**src/rtl/timing_loop_nco.sv**
```systemverilog
// Gardner timing loop: PI loop filter on TED errors steering a modulo-2^PhaseLengthBits NCO that raises trigger.
// Latency: error accepted at edge T updates control/control_valid at T+1; trigger follows control combinationally from registers.
// Backpressure: in_ready drops for one cycle after each accepted error (max one error per 2 cycles); define TIMING_LOOP_INTEGRATOR_EN for the PI filter, else P only.
module timing_loop_nco #(
  parameter int SamplesPerSymbol  = 4,
  parameter int ErrorLengthBits   = 25,
  parameter int PhaseLengthBits   = 16,
  parameter int ControlLengthBits = 16,
  parameter int KpShift           = 10,
  parameter int KiShift           = 16
) (
  input  logic                                clk,
  input  logic                                rst,
  input  logic signed [ErrorLengthBits-1:0]   in,
  input  logic                                in_valid,
  output logic                                in_ready,
  input  logic                                sample_valid,
  output logic                                trigger,
  output logic signed [ControlLengthBits-1:0] control,
  output logic                                control_valid
);

  localparam int NominalStep = (1 << PhaseLengthBits) / SamplesPerSymbol;
  localparam int SatLimit    = NominalStep / 4;
  // Wide enough that p + integrator (or integrator + i) can never wrap before clamping.
  localparam int SumBits     = ((ErrorLengthBits > ControlLengthBits) ? ErrorLengthBits : ControlLengthBits) + 2;

  localparam logic signed [SumBits-1:0] SatHi = SumBits'(SatLimit);
  localparam logic signed [SumBits-1:0] SatLo = -SumBits'(SatLimit);

  typedef enum logic {READY, BUSY} state_t;

  state_t state;
  state_t state_next;
  logic   accept;

  logic signed [ErrorLengthBits-1:0]   p_reg;
  logic signed [ControlLengthBits-1:0] integ_next;
  logic signed [ControlLengthBits-1:0] ctrl_next;

  logic [PhaseLengthBits-1:0]        phase;
  logic signed [PhaseLengthBits:0]   step;
  logic [PhaseLengthBits:0]          phase_sum;

  function automatic logic signed [SumBits-1:0] sat(input logic signed [SumBits-1:0] x);
    if (x > SatHi) begin
      return SatHi;
    end else if (x < SatLo) begin
      return SatLo;
    end else begin
      return x;
    end
  endfunction

  // Loop-filter state register.
  always_ff @(posedge clk or negedge rst) begin
    if (!rst) begin
      state <= READY;
    end else begin
      state <= state_next;
    end
  end

  // Next-state and handshake decode: READY takes one error, BUSY spends one cycle updating.
  always_comb begin
    state_next = state;
    in_ready   = 1'b0;
    accept     = 1'b0;
    case (state)
      READY: begin
        in_ready = 1'b1;
        accept   = in_valid;
        if (in_valid) begin
          state_next = BUSY;
        end
      end
      BUSY: begin
        state_next = READY;
      end
      default: begin
        state_next = READY;
      end
    endcase
  end

  // Proportional term captured at the handshake (arithmetic shift floors toward -inf).
  always_ff @(posedge clk or negedge rst) begin
    if (!rst) begin
      p_reg <= '0;
    end else if (accept) begin
      p_reg <= in >>> KpShift;
    end
  end

`ifdef TIMING_LOOP_INTEGRATOR_EN
  logic signed [ErrorLengthBits-1:0]   i_reg;
  logic signed [ControlLengthBits-1:0] integrator;

  // Integral increment captured at the handshake.
  always_ff @(posedge clk or negedge rst) begin
    if (!rst) begin
      i_reg <= '0;
    end else if (accept) begin
      i_reg <= in >>> KiShift;
    end
  end

  // Clamped integrator sum; clamping the stored value is what prevents windup.
  always_comb begin
    integ_next = ControlLengthBits'(sat(SumBits'(integrator) + SumBits'(i_reg)));
  end

  // Integrator register, updated only in BUSY.
  always_ff @(posedge clk or negedge rst) begin
    if (!rst) begin
      integrator <= '0;
    end else if (state == BUSY) begin
      integrator <= integ_next;
    end
  end
`else
  // Proportional-only build: the integrator contributes nothing.
  always_comb begin
    integ_next = '0;
  end
`endif

  // Filter output: proportional term plus the freshly updated integrator, clamped.
  always_comb begin
    ctrl_next = ControlLengthBits'(sat(SumBits'(p_reg) + SumBits'(integ_next)));
  end

  // Control word and its one-cycle update strobe.
  always_ff @(posedge clk or negedge rst) begin
    if (!rst) begin
      control       <= '0;
      control_valid <= 1'b0;
    end else begin
      control_valid <= (state == BUSY);
      if (state == BUSY) begin
        control <= ctrl_next;
      end
    end
  end

  // Step and next-phase sum come only from registers, so trigger has no input-to-output path.
  always_comb begin
    step      = (PhaseLengthBits+1)'(NominalStep) + (PhaseLengthBits+1)'(control);
    phase_sum = {1'b0, phase} + $unsigned(step);
    trigger   = phase_sum[PhaseLengthBits];
  end

  // Phase accumulator advances once per input sample and wraps modulo 2^PhaseLengthBits.
  always_ff @(posedge clk or negedge rst) begin
    if (!rst) begin
      phase <= '0;
    end else if (sample_valid) begin
      phase <= phase_sum[PhaseLengthBits-1:0];
    end
  end

endmodule

```
**config.mk**
```make
export PLATFORM = sky130hd
export DESIGN_NAME = timing_loop_nco
export DESIGN_NICKNAME = d
export VERILOG_FILES = /design/src/rtl/timing_loop_nco.sv
export SDC_FILE = /design/constraint.sdc
export NUM_CORES = 1
export LEC_CHECK = 0
export BUFFER_PORTS_ARGS = -buffer_cell sky130_fd_sc_hd__buf_2
export CORE_MARGIN = 3
export CORE_UTILIZATION = 45
export CTS_CLUSTER_SIZE = 25
export DETAILED_ROUTE_END_ITERATION = 7
export PLACE_DENSITY = 0.73
export SLEW_MARGIN = 20
export SYNTH_ARGS = -nofsm -noshare
export SYNTH_HDL_FRONTEND = slang
export SYNTH_SLANG_ARGS = --single-unit
```
**constraint.sdc**
```tcl
create_clock -name clk -period 3.2 [get_ports clk]
set_input_delay 0.32 -clock clk [delete_from_list [all_inputs] [get_ports clk]]
set_output_delay 0.32 -clock clk [all_outputs]
set_load 0.02 [all_outputs]
```
# Word-level counts from Yosys, hierarchy flattened
# Index checks and enable logic that the tools add are counted.
[classes]
addsub = 2
magnitude_cmp = 2
n_mux = 6
n_bitwise = 1
[ops]
columns = ["op", "n"]
rows = [
  ["$mux W16", 2],
  ["$add A16 B16 Y17 const A", 1],
  ["$add A16 B17 Y17", 1],
  ["$gt A15 B14 Y1 const B", 1],
  ["$lt A15 B13 Y1 const B", 1],
  ["$mux W1", 3],
  ["$pmux W1 S2", 1],
  ["$not A1 Y1", 1],
]
[totals]
reg_bits = 49
output_inout_bits = 19

# Longest topological paths before layout
[logic_depth]
ltp_word = 3
mapped_depth = 9
depth_no_buf = 9

# Worst setup path before layout
# No wires, ideal clock.
[synth_path]
kind = "register to register"
from = "register control[1]"
to = "register phase[15]"
setup_time_ns = 0.148
t_arrival_ns = 2.453
required_time_ns = 3.052
setup_slack_ns = 0.599
stages_incl_launch_ff = 9
n_path_buf = 0
path_cell_list = "dfrtp_1 ha_1 ha_1 fa_1 a21o_1 a311o_2 and2_4 a221oi_2 o311ai_0"
[synth_via]
elab_chain_cells = 2
[synth_rtl]
columns = ["item", "line_no", "source"]
rows = [
  ["start: declaration", "19", "output logic signed [ControlLengthBits-1:0] control,"],
  ["start signal: assignment", "141", "control <= ctrl_next;"],
  ["$add A16 B16 Y17", "148", "step = (PhaseLengthBits+1)'(NominalStep) + (PhaseLengthBits+1)'(control);"],
  ["$add A16 B17 Y17", "149", "phase_sum = {1'b0, phase} + $unsigned(step);"],
  ["end signal: assignment", "158", "phase <= phase_sum[PhaseLengthBits-1:0];"],
  ["end: declaration", "41", "logic [PhaseLengthBits-1:0] phase;"],
]
# Every way passes these cells.
# A chain may end at the register's enable or synchronous reset.

# Final worst setup path
[layout_path]
from = "register control[9]"
to = "output port trigger"
[layout_via]
elab_chain_cells = 2
[layout_rtl]
columns = ["item", "line_no", "source"]
rows = [
  ["$add A16 B16 Y17", "148", ""],
  ["$add A16 B17 Y17", "149", ""],
  ["end: declaration", "18", "output logic trigger,"],
]
# Every way passes these cells.

==> qor.yml <==
outcome:
  run_status: "complete, no violations"
placed_design:
  routabilityCongestion: 0.866
  hpwl_um: 4340
  port_buffers: 37
clock_tree:
  htree_levels: 2
  clock_latency_ps: 300
  clkTransAtPathRegs_ps: 90
  cts_root_buffer: "clkbuf_8"
  cts_tree: "yes"
  cts_inserted_buffers: 5
  postCtsHoldBufs: 0
  cts_post_setup_buffers_inserted: 0
  cts.repair.resized: 0
  clk_path_buf_depth: 2
  numClockSinks: 48
global_routing:
  grt_usage_pct: 16.7
  antenna_found_initial: 0
  grt_max_degree: 41
  grt_pass1_vias: 2083
  grt_pass1_wl_um: 9780
  grt_remaining_overflow: 0
finish:
  fin_nets: 365
  antenna_cells: 0
  areaGrowthSynthToFinish_pct: 12.1
  drive_above_1_share_pct: 23.7
  largest_register_ffs: 16
sta:
  slew-limit-headroom_pct: 41.3
  tightest_slew_ps: 880
  fin_setup_tns_ps: 0
  finalHoldViolations: 0
  period_needed_ps: 2890
  finClkSkew_ps: 6.72
  holdWs_ps: 124
  max_freq_mhz: 346
  finalMaxSlewViolations: 0
  final-setup-viol-count: 0
  grt_setup_unrepaired: "no"
  period_share_pct: 90.4
worst_hold_path:
  hold_path.class: "in2async"
synthesis:
  yosysTopAreaCell: "dfrtp_1"
  ys_warn_count: 0
  ys.flop_type: "dfrtp_1"
  synth_edf_count: 0
  async_flop_share_pct: 100
  postSynthCellCount: 268
  synth_common_cells: "dfrtp_1 (48), ha_1 (32), nand2_1 (29), mux2_2 (22), a21oi_1 (15)"
  synth_area_leaders: "dfrtp_1 (43%), ha_1 (14%), mux2_2 (8.8%)"
  ys_ff_latch: 48
  synth_seq_area_share_pct: 42.6
  avgSynthCellArea_sq_um: 10.5
  syn-num-nets: 330
  synth.most_common_cell: "dfrtp_1"
  synth_top_area_share_pct: 42.6
  synth.cell_area_sq_um: 2820
  yosys.cell_types.count: 44
setup_path:
  critPathLaunch: "control[9]"
  critical_path_peak_fanout: 7
  cp.arrival_ps: 2570
  setup.worst_path.start_class: "flop"
  crit_path_end_kind: "primary output"
  cp_data_required_time_ps: 2880
  path_class: "reg2out"
  timing.rr.start: "control[1]"
  r2r_setup_slack_ps: 520
floorplan:
  die_w_um: 85.2
  io_pins: 48
  chipHeight_um: 85.2
  start_util_pct: 47.1
  core-area_sq_um: 5990
  dieArea_sq_um: 7260
  num_rows: 28
detailed_routing:
  route.detailed.drc: 0
  postRouteAntennaNets: 0
  vias: 2158
  drt_iter0_drc: 104
  totalWireLength_um: 5720
  drt_pass1_iterations: 4
  avgViaCountPerCell: 5.69
  post_drt_wl_per_cell_um: 15.1
pwr:
  leakage_nw: 1.50
  powerDensity_nw_per_um2: 835
  peakVddDrop_v: 0.000444
flow_run:
  maxCapViolations: 0
[per-stage QoR]
step | total power [mW] | setup WS, ps | utilization, % | instance area (sq um) | instances
after floorplan | 1.95 | 599 | - | 2820 | 268
after global placement | 2.22 | 588 | 51.2 | 3070 | 371
after detailed placement | 2.27 | 564 | 51.2 | 3070 | 371
after CTS | 2.67 | 283 | 52.8 | 3160 | 379
after global routing | 2.90 | 151 | 52.8 | 3160 | 379
final | 2.64 | 308 | 52.8 | 3160 | 379
[cells by family (layout without fill, tap and decap cells)]
family                   Yosys count  count (layout)  synth area share, %
XOR/XNOR                           7               7                 2.17
AO/OA/AOI/OAI                     65              65                 16.3
multiplexers                      23              23                 9.14
adder cells (fa/ha/maj)           33              33                 14.9
AND/OR/NAND/NOR                   68              68                 11.4
buffers and inverters             24              60                 3.50
flip-flops                        48              48                 42.6
[final timing paths]
path,endpoint,cells past startpoint
max,trigger,8
min,phase[15],1
max reg2reg,phase[15],8
min reg2reg,phase[14],2
max in group asynchronous,control[0],2
min in group clk,p_reg[12],3
[placed cells by master (no fill, tap or decap), types with 2 or more instances in the layout]
| master | n |
|---|---|
| ha_1 | 32 |
| buf_4 | 2 |
| a31oi_1 | 5 |
| a21oi_1 | 15 |
| nor3_1 | 2 |
| nor2_1 | 10 |
| and2_1 | 2 |
| nand2b_1 | 3 |
| o2bb2ai_1 | 12 |
| nand4_1 | 4 |
| o311ai_0 | 4 |
| clkbuf_8 | 6 |
| mux2_2 | 22 |
| xor2_1 | 3 |
| and3_1 | 2 |
| o21ai_0 | 9 |
| nand3_1 | 7 |
| buf_2 | 37 |
| o31ai_1 | 2 |
| inv_1 | 13 |
| o21a_1 | 2 |
| nand2_1 | 29 |
| nor2b_1 | 2 |
| o211ai_1 | 4 |
| nor4_1 | 4 |
| xnor2_1 | 4 |
| dfrtp_1 | 48 |
| a21o_1 | 3 |
[worst max-delay path: stages (launching register included)]
cell      delay [ps]
dfrtp_1          430
ha_1             310
ha_1             390
a211oi_1         370
o211ai_1         150
a31oi_1          190
o211ai_1         120
xor2_1           150
buf_2            160
[per-layer routing]
metal	routed length, um	global-route usage, %	share of wire (%)	vias to the layer above
li1	-	-	-	1057
met1	2630	22.2	46	1047
met2	2740	27.2	48	45
met3	260	3.01	4.5	9
met4	89	6.19	1.6	0
met5	0	0	0	-
[report_power, final]
group          leakage [nW]  total (mW)  internal, mW  switching, mW
combinational         0.864        1.36         0.591          0.768
sequential            0.586       0.900         0.777          0.123
clock                0.0516       0.382         0.177          0.206
[final cells by class]
class	instances	area, sq um
sequential	48	1200
clock buffer	6	82.6
clock inverter	2	13.8
tap	75	93.8
multi-input combinational	196	1520
fill	549	2830
timing repair buffer	39	200
inverter	13	48.8
(Power assumes the default switching activity.)
